$ cat src/rtl/u_rcv16.sv
// -----------------------------------------------------------------------------
// u_rcv16 - UART serial receiver, oversampled at CELL sys_clk cycles per bit.
//
// Recovers frames of one start bit, WORD_LEN data bits (LSB first) and one
// stop bit. The line is synchronised, the start bit is re-checked at
// mid-cell, each data bit is sampled at mid-cell and the stop bit is checked.
//
// Ports:
//   sys_clk     in   system clock, all state on the rising edge
//   sys_rst     in   asynchronous active-high reset
//   uart_recvH  in   serial line, idle high, asynchronous to sys_clk
//   rec_dataH   out  last good byte, right-aligned, upper bits zero
//   rec_readyH  out  one-cycle pulse when rec_dataH takes a good frame
//   frame_errH  out  one-cycle pulse when the stop bit is sampled low
//   rec_busyH   out  high while a frame is in progress
// -----------------------------------------------------------------------------
module u_rcv16 #(
    parameter int WORD_LEN = 8,
    parameter int CELL     = 16
) (
    input  logic       sys_clk,
    input  logic       sys_rst,
    input  logic       uart_recvH,
    output logic [7:0] rec_dataH,
    output logic       rec_readyH,
    output logic       frame_errH,
    output logic       rec_busyH
);

    localparam int CNT_W = $clog2(CELL);
    localparam int SH_ALIGN = 8 - WORD_LEN;
    localparam logic [CNT_W-1:0] CNT_MID   = CNT_W'(CELL / 2 - 1);
    localparam logic [CNT_W-1:0] CNT_END   = CNT_W'(CELL - 1);
    localparam logic [3:0]       BITS_LAST = 4'(WORD_LEN - 1);

    typedef enum logic [1:0] {
        R_IDLE  = 2'd0,
        R_START = 2'd1,
        R_DATA  = 2'd2,
        R_STOP  = 2'd3
    } state_t;

    // synchroniser chain; all reset high so reset can never look like a start edge
    logic             sync_a_r;
    logic             line_sync_r;
    logic             line_prev_r;

    state_t           state_r;
    state_t           state_nx_s;
    logic [CNT_W-1:0] cnt_r;
    logic [CNT_W-1:0] cnt_nx_s;
    logic [3:0]       bits_r;
    logic [3:0]       bits_nx_s;
    logic [7:0]       sh_r;
    logic [7:0]       sh_nx_s;
    logic [7:0]       data_r;
    logic [7:0]       data_nx_s;
    logic             ready_r;
    logic             ready_nx_s;
    logic             ferr_r;
    logic             ferr_nx_s;
    logic             busy_r;

    // Two-flop synchroniser plus one delay stage for falling-edge detection
    always_ff @(posedge sys_clk or posedge sys_rst) begin
        if (sys_rst) begin
            sync_a_r    <= 1'b1;
            line_sync_r <= 1'b1;
            line_prev_r <= 1'b1;
        end else begin
            sync_a_r    <= uart_recvH;
            line_sync_r <= sync_a_r;
            line_prev_r <= line_sync_r;
        end
    end

    // Next-state and output decode for the frame FSM
    always_comb begin
        state_nx_s = state_r;
        cnt_nx_s   = cnt_r;
        bits_nx_s  = bits_r;
        sh_nx_s    = sh_r;
        data_nx_s  = data_r;
        ready_nx_s = 1'b0;
        ferr_nx_s  = 1'b0;

        case (state_r)
            R_IDLE: begin
                cnt_nx_s  = '0;
                bits_nx_s = 4'd0;
                // only a fresh 1->0 edge arms; a line stuck low stays idle
                if (line_prev_r && !line_sync_r) begin
                    state_nx_s = R_START;
                end else begin
                    state_nx_s = R_IDLE;
                end
            end

            R_START: begin
                if (cnt_r == CNT_MID) begin
                    cnt_nx_s = '0;
                    if (!line_sync_r) begin
                        state_nx_s = R_DATA;
                    end else begin
                        // start bit vanished before mid-cell: treat as glitch
                        state_nx_s = R_IDLE;
                    end
                end else begin
                    cnt_nx_s = cnt_r + 1'b1;
                end
            end

            R_DATA: begin
                if (cnt_r == CNT_END) begin
                    cnt_nx_s  = '0;
                    sh_nx_s   = {line_sync_r, sh_r[7:1]};
                    bits_nx_s = bits_r + 4'd1;
                    if (bits_r == BITS_LAST) begin
                        state_nx_s = R_STOP;
                    end else begin
                        state_nx_s = R_DATA;
                    end
                end else begin
                    cnt_nx_s = cnt_r + 1'b1;
                end
            end

            R_STOP: begin
                if (cnt_r == CNT_END) begin
                    cnt_nx_s   = '0;
                    bits_nx_s  = 4'd0;
                    state_nx_s = R_IDLE;
                    if (line_sync_r) begin
                        // data entered from the top, so shorter words sit high
                        data_nx_s  = sh_r >> SH_ALIGN;
                        ready_nx_s = 1'b1;
                    end else begin
                        ferr_nx_s = 1'b1;
                    end
                end else begin
                    cnt_nx_s = cnt_r + 1'b1;
                end
            end

            default: begin
                state_nx_s = R_IDLE;
                cnt_nx_s   = '0;
                bits_nx_s  = 4'd0;
            end
        endcase
    end

    // Frame state, counters, shift register and registered outputs
    always_ff @(posedge sys_clk or posedge sys_rst) begin
        if (sys_rst) begin
            state_r <= R_IDLE;
            cnt_r   <= '0;
            bits_r  <= 4'd0;
            sh_r    <= 8'd0;
            data_r  <= 8'd0;
            ready_r <= 1'b0;
            ferr_r  <= 1'b0;
            busy_r  <= 1'b0;
        end else begin
            state_r <= state_nx_s;
            cnt_r   <= cnt_nx_s;
            bits_r  <= bits_nx_s;
            sh_r    <= sh_nx_s;
            data_r  <= data_nx_s;
            ready_r <= ready_nx_s;
            ferr_r  <= ferr_nx_s;
            busy_r  <= (state_nx_s != R_IDLE);
        end
    end

    assign rec_dataH  = data_r;
    assign rec_readyH = ready_r;
    assign frame_errH = ferr_r;
    assign rec_busyH  = busy_r;

endmodule
$ cat config.mk
export PLATFORM = sky130hd
export DESIGN_NAME = u_rcv16
export DESIGN_NICKNAME = d
export VERILOG_FILES = /design/src/rtl/u_rcv16.sv
export SDC_FILE = /design/constraint.sdc
export NUM_CORES = 1
export LEC_CHECK = 0
export ABC_AREA = 1
export CAP_MARGIN = 15
export CORE_AREA = 3 3 68 51
export CTS_BUF_LIST = sky130_fd_sc_hd__clkbuf_16
export CTS_CLUSTER_DIAMETER = 100
export DETAILED_ROUTE_END_ITERATION = 10
export DIE_AREA = 0 0 71 54
export PLACE_DENSITY = 0.77
export SYNTH_ARGS = -nofsm -noshare
export SYNTH_HDL_FRONTEND = slang
export SYNTH_SLANG_ARGS = --single-unit
$ cat constraint.sdc
create_clock -name sys_clk -period 1.3 [get_ports sys_clk]
set_input_delay 0.195 -clock sys_clk [delete_from_list [all_inputs] [get_ports sys_clk]]
set_output_delay 0.195 -clock sys_clk [all_outputs]
set_load 0.01 [all_outputs]
==> impl_metrics.yaml <==
status:
  outcome: "finished with violations"
  violations: "negative setup slack"
yosys:
  yosysTopAreaCellShare_pct: 52.7
  netlist_top_cells_area: "dfrtp_1, nand2_1, dfstp_2"
  yosys_warnings: 0
  ys_seq_area_share_pct: 58.4
  async_flop_share_pct: 100
  synth.top_cells.by_count: "nand2_1, dfrtp_1, inv_1"
  ys_ff_latch: 32
  avgSynthCellArea_um2: 9.91
  synth-edff-count: 0
  synth_cell_types: 21
  netlist_area_mm2: 0.00138
  synth_top_area_cell: "dfrtp_1"
  ys.flop_type: "dfrtp_1"
  synth_most_common_cell: "nand2_1"
  syn_inst: 139
  syn_nets: 144
clocking:
  cts_tree: "built"
  h-tree-depth: 2
  root_buffer: "clkbuf_16"
  cts_buffers: 5
  cts_buffer_depth: 2
  clock-sinks: 32
  clk_latency_ns: 0.28
  path_clk_slew_ns: 0.05
sta:
  relSlewSlack_pct: 78.5
  setup_viol: 7
  fin_ws_ns: -0.0374
  finClkSkew_ns: 0.00515
  rsz0062_at_grt: "true"
  hold_viol: 0
  whs_ns: 0.306
  max_freq_ghz: 0.748
  tightest_slew_ns: 0.323
  period_needed_ns: 1.34
  drv_slew: 0
  finalCritPeriodShare_pct: 103
place:
  hpwlAfterDp_um: 1770
  placed_area_mm2: 0.00157
  portBuffers: 13
  gp_routability_congestion: 0.771
critical_path:
  cp-end-kind: "register"
  critical_path_class: "register to register"
  crit_arrival_ns: 1.50
  cp_data_required_time_ns: 1.47
  startpoint_type: "register"
  crit_start: "cnt_r[0]$_DFF_PP0_"
  path_max_fanout: 4
  timing.rr.start: "cnt_r[0]$_DFF_PP0_"
layout:
  n_antenna_cell: 0
  drive_above_1_share_pct: 32.0
  fin_area_mm2: 0.00183
  register_area_um2: 805
  multi_input_area_um2: 571
  fill_cells: 238
  syn_to_final_growth_pct: 33.2
  layout.nets: 173
global_route:
  grt_overflow: 0
  gr-usage-met3_pct: 7.46
  grt_pass1_wl_um: 4710
  grt.total_usage_pct: 16.8
  grtUsageMet1_pct: 20.1
  antenna_found_initial: 0
  grt_busiest_layer: "met2"
  met2_usage_pct: 27.4
  grt_pass1_vias: 992
  grt_max_degree: 20
floorplanning:
  die_x_um: 71
  dieArea_mm2: 0.00383
  initial_utilization_pct: 49.2
  dieHeight_um: 54
  ios: 14
  rows: 16
  core-area_mm2: 0.00280
route:
  drtIter0Drc: 27
  drc: 0
  avgViaCountPerCell: 5.04
  first_pass_iters: 4
  postRouteAntennaNets: 0
  vias: 1034
  drt-total-wl_um: 2930
  wire_per_inst_um: 14.3
run:
  maxCapViolations: 0
power_and_ir_drop:
  p_per_area_mw_per_mm2: 1810
  p_leak_uw: 0.000879
  irDropWorstVdd_mv: 0.921
worst_hold_path:
  hold_path.class: "primary input to async pin"
-- worst paths after layout --
kind | end | depth (start not counted) | slack [ns]
setup / recovery | rec_dataH[1]$_DFFE_PP0P_ | 6 | -0.04
hold / removal | line_sync_r$_DFF_PP1_ | 2 | 0.31
setup reg to reg | rec_dataH[1]$_DFFE_PP0P_ | 6 | -0.04
hold reg to reg | line_sync_r$_DFF_PP1_ | 0 | 0.36
max in group asynchronous | sh_r[3]$_DFFE_PP0P_ | 3 | 0.73
min in group sys_clk | sync_a_r$_DFF_PP1_ | 1 | 0.32
-- sequential cells by signal, indices dropped and copies added (netlist names) --
register     flops
bits_r           4
cnt_r            4
frame_errH       1
line_prev_r      1
line_sync_r      1
rec_busyH        1
rec_dataH        8
rec_readyH       1
sh_r             8
state_r          2
sync_a_r         1
-- layer usage --
| layer | vias up | routed length, um |
|---|---|---|
| met5 | - | 0 |
| met2 | 27 | 1470 |
| met1 | 506 | 1280 |
| li1 | 499 | - |
| met4 | 0 | 23 |
| met3 | 2 | 156 |
-- timing repair --
item,CTS,global route
gates cloned,1,1
buffers inserted,0,4
pin swaps,1,9
resized for setup,15,21
hold buffers,0,0
endpoints found under the setup margin,25,19
-- cells by family after synthesis --
group,Yosys count,synth area share [%]
AO/OA/AOI/OAI,23,10.8
buffers and inverters,22,7.72
AND/OR/NAND/NOR,60,21.3
flip-flops,32,58.4
adder cells (fa/ha/maj),2,1.82
-- where the power goes --
| group | total [uW] | switching [uW] | internal (uW) |
|---|---|---|---|
| Combinational | 887 | 504 | 383 |
| Clock | 1100 | 409 | 693 |
| Sequential | 1330 | 174 | 1150 |
| Total | 3320 | 1090 | 2230 |
-- worst max-delay path: stages, from the launching register on --
cell and delay (ns):
dfrtp_1 0.41, ha_4 0.20, nand2_4 0.06, nor2_4 0.20, nand3_2 0.18, nand2_1 0.11, o21ai_2 0.05
-- area by class of cell --
cell class	instances	share of cell area, %
well taps	36	2.46
inverters	20	4.09
clock buffers	5	6.82
repair buffers	22	10.9
flip-flops and latches	32	43.9
multi-input cells	87	31.1
clock inverters	3	0.750
-- through the flow --
stage	total power, uW	instances	utilization [%]	TNS (ns)	setup slack (ns)
after floorplan	1760	139	-	0	0.0606
after global placement	1890	191	56.1	-0.0150	-0.0150
after detailed placement	1930	191	56.1	-0.423	-0.0736
after CTS	3120	200	61.9	-0.00996	-0.00996
after global routing	3500	205	65.4	-1.12	-0.0910
final	3320	205	65.4	-0.123	-0.0374
-- cells in the final DEF, fill, tap and decap left out --
| cell type | count |
|---|---|
| dfstp_2 | 3 |
| clkdlybuf4s50_1 | 2 |
| dlygate4sd2_1 | 11 |
| nor2_8 | 1 |
| inv_2 | 1 |
| nand2_4 | 2 |
| buf_6 | 1 |
| nand2_2 | 9 |
| nor2_2 | 3 |
| nor2_1 | 8 |
| nand3_1 | 4 |
| nor3_1 | 1 |
| nor2_4 | 1 |
| ha_4 | 1 |
| o21ai_1 | 7 |
| clkinv_1 | 1 |
| clkinv_2 | 2 |
| nand3_2 | 1 |
| nor3b_1 | 1 |
| clkbuf_16 | 5 |
| nand3_4 | 4 |
| buf_4 | 7 |
| o21ai_2 | 12 |
| inv_1 | 19 |
| ha_1 | 1 |
| nand2_1 | 27 |
| dfrtp_1 | 29 |
| a21oi_1 | 1 |
| buf_12 | 1 |
| o21ai_0 | 3 |
No activity file was read; power rests on OpenSTA's default activity.
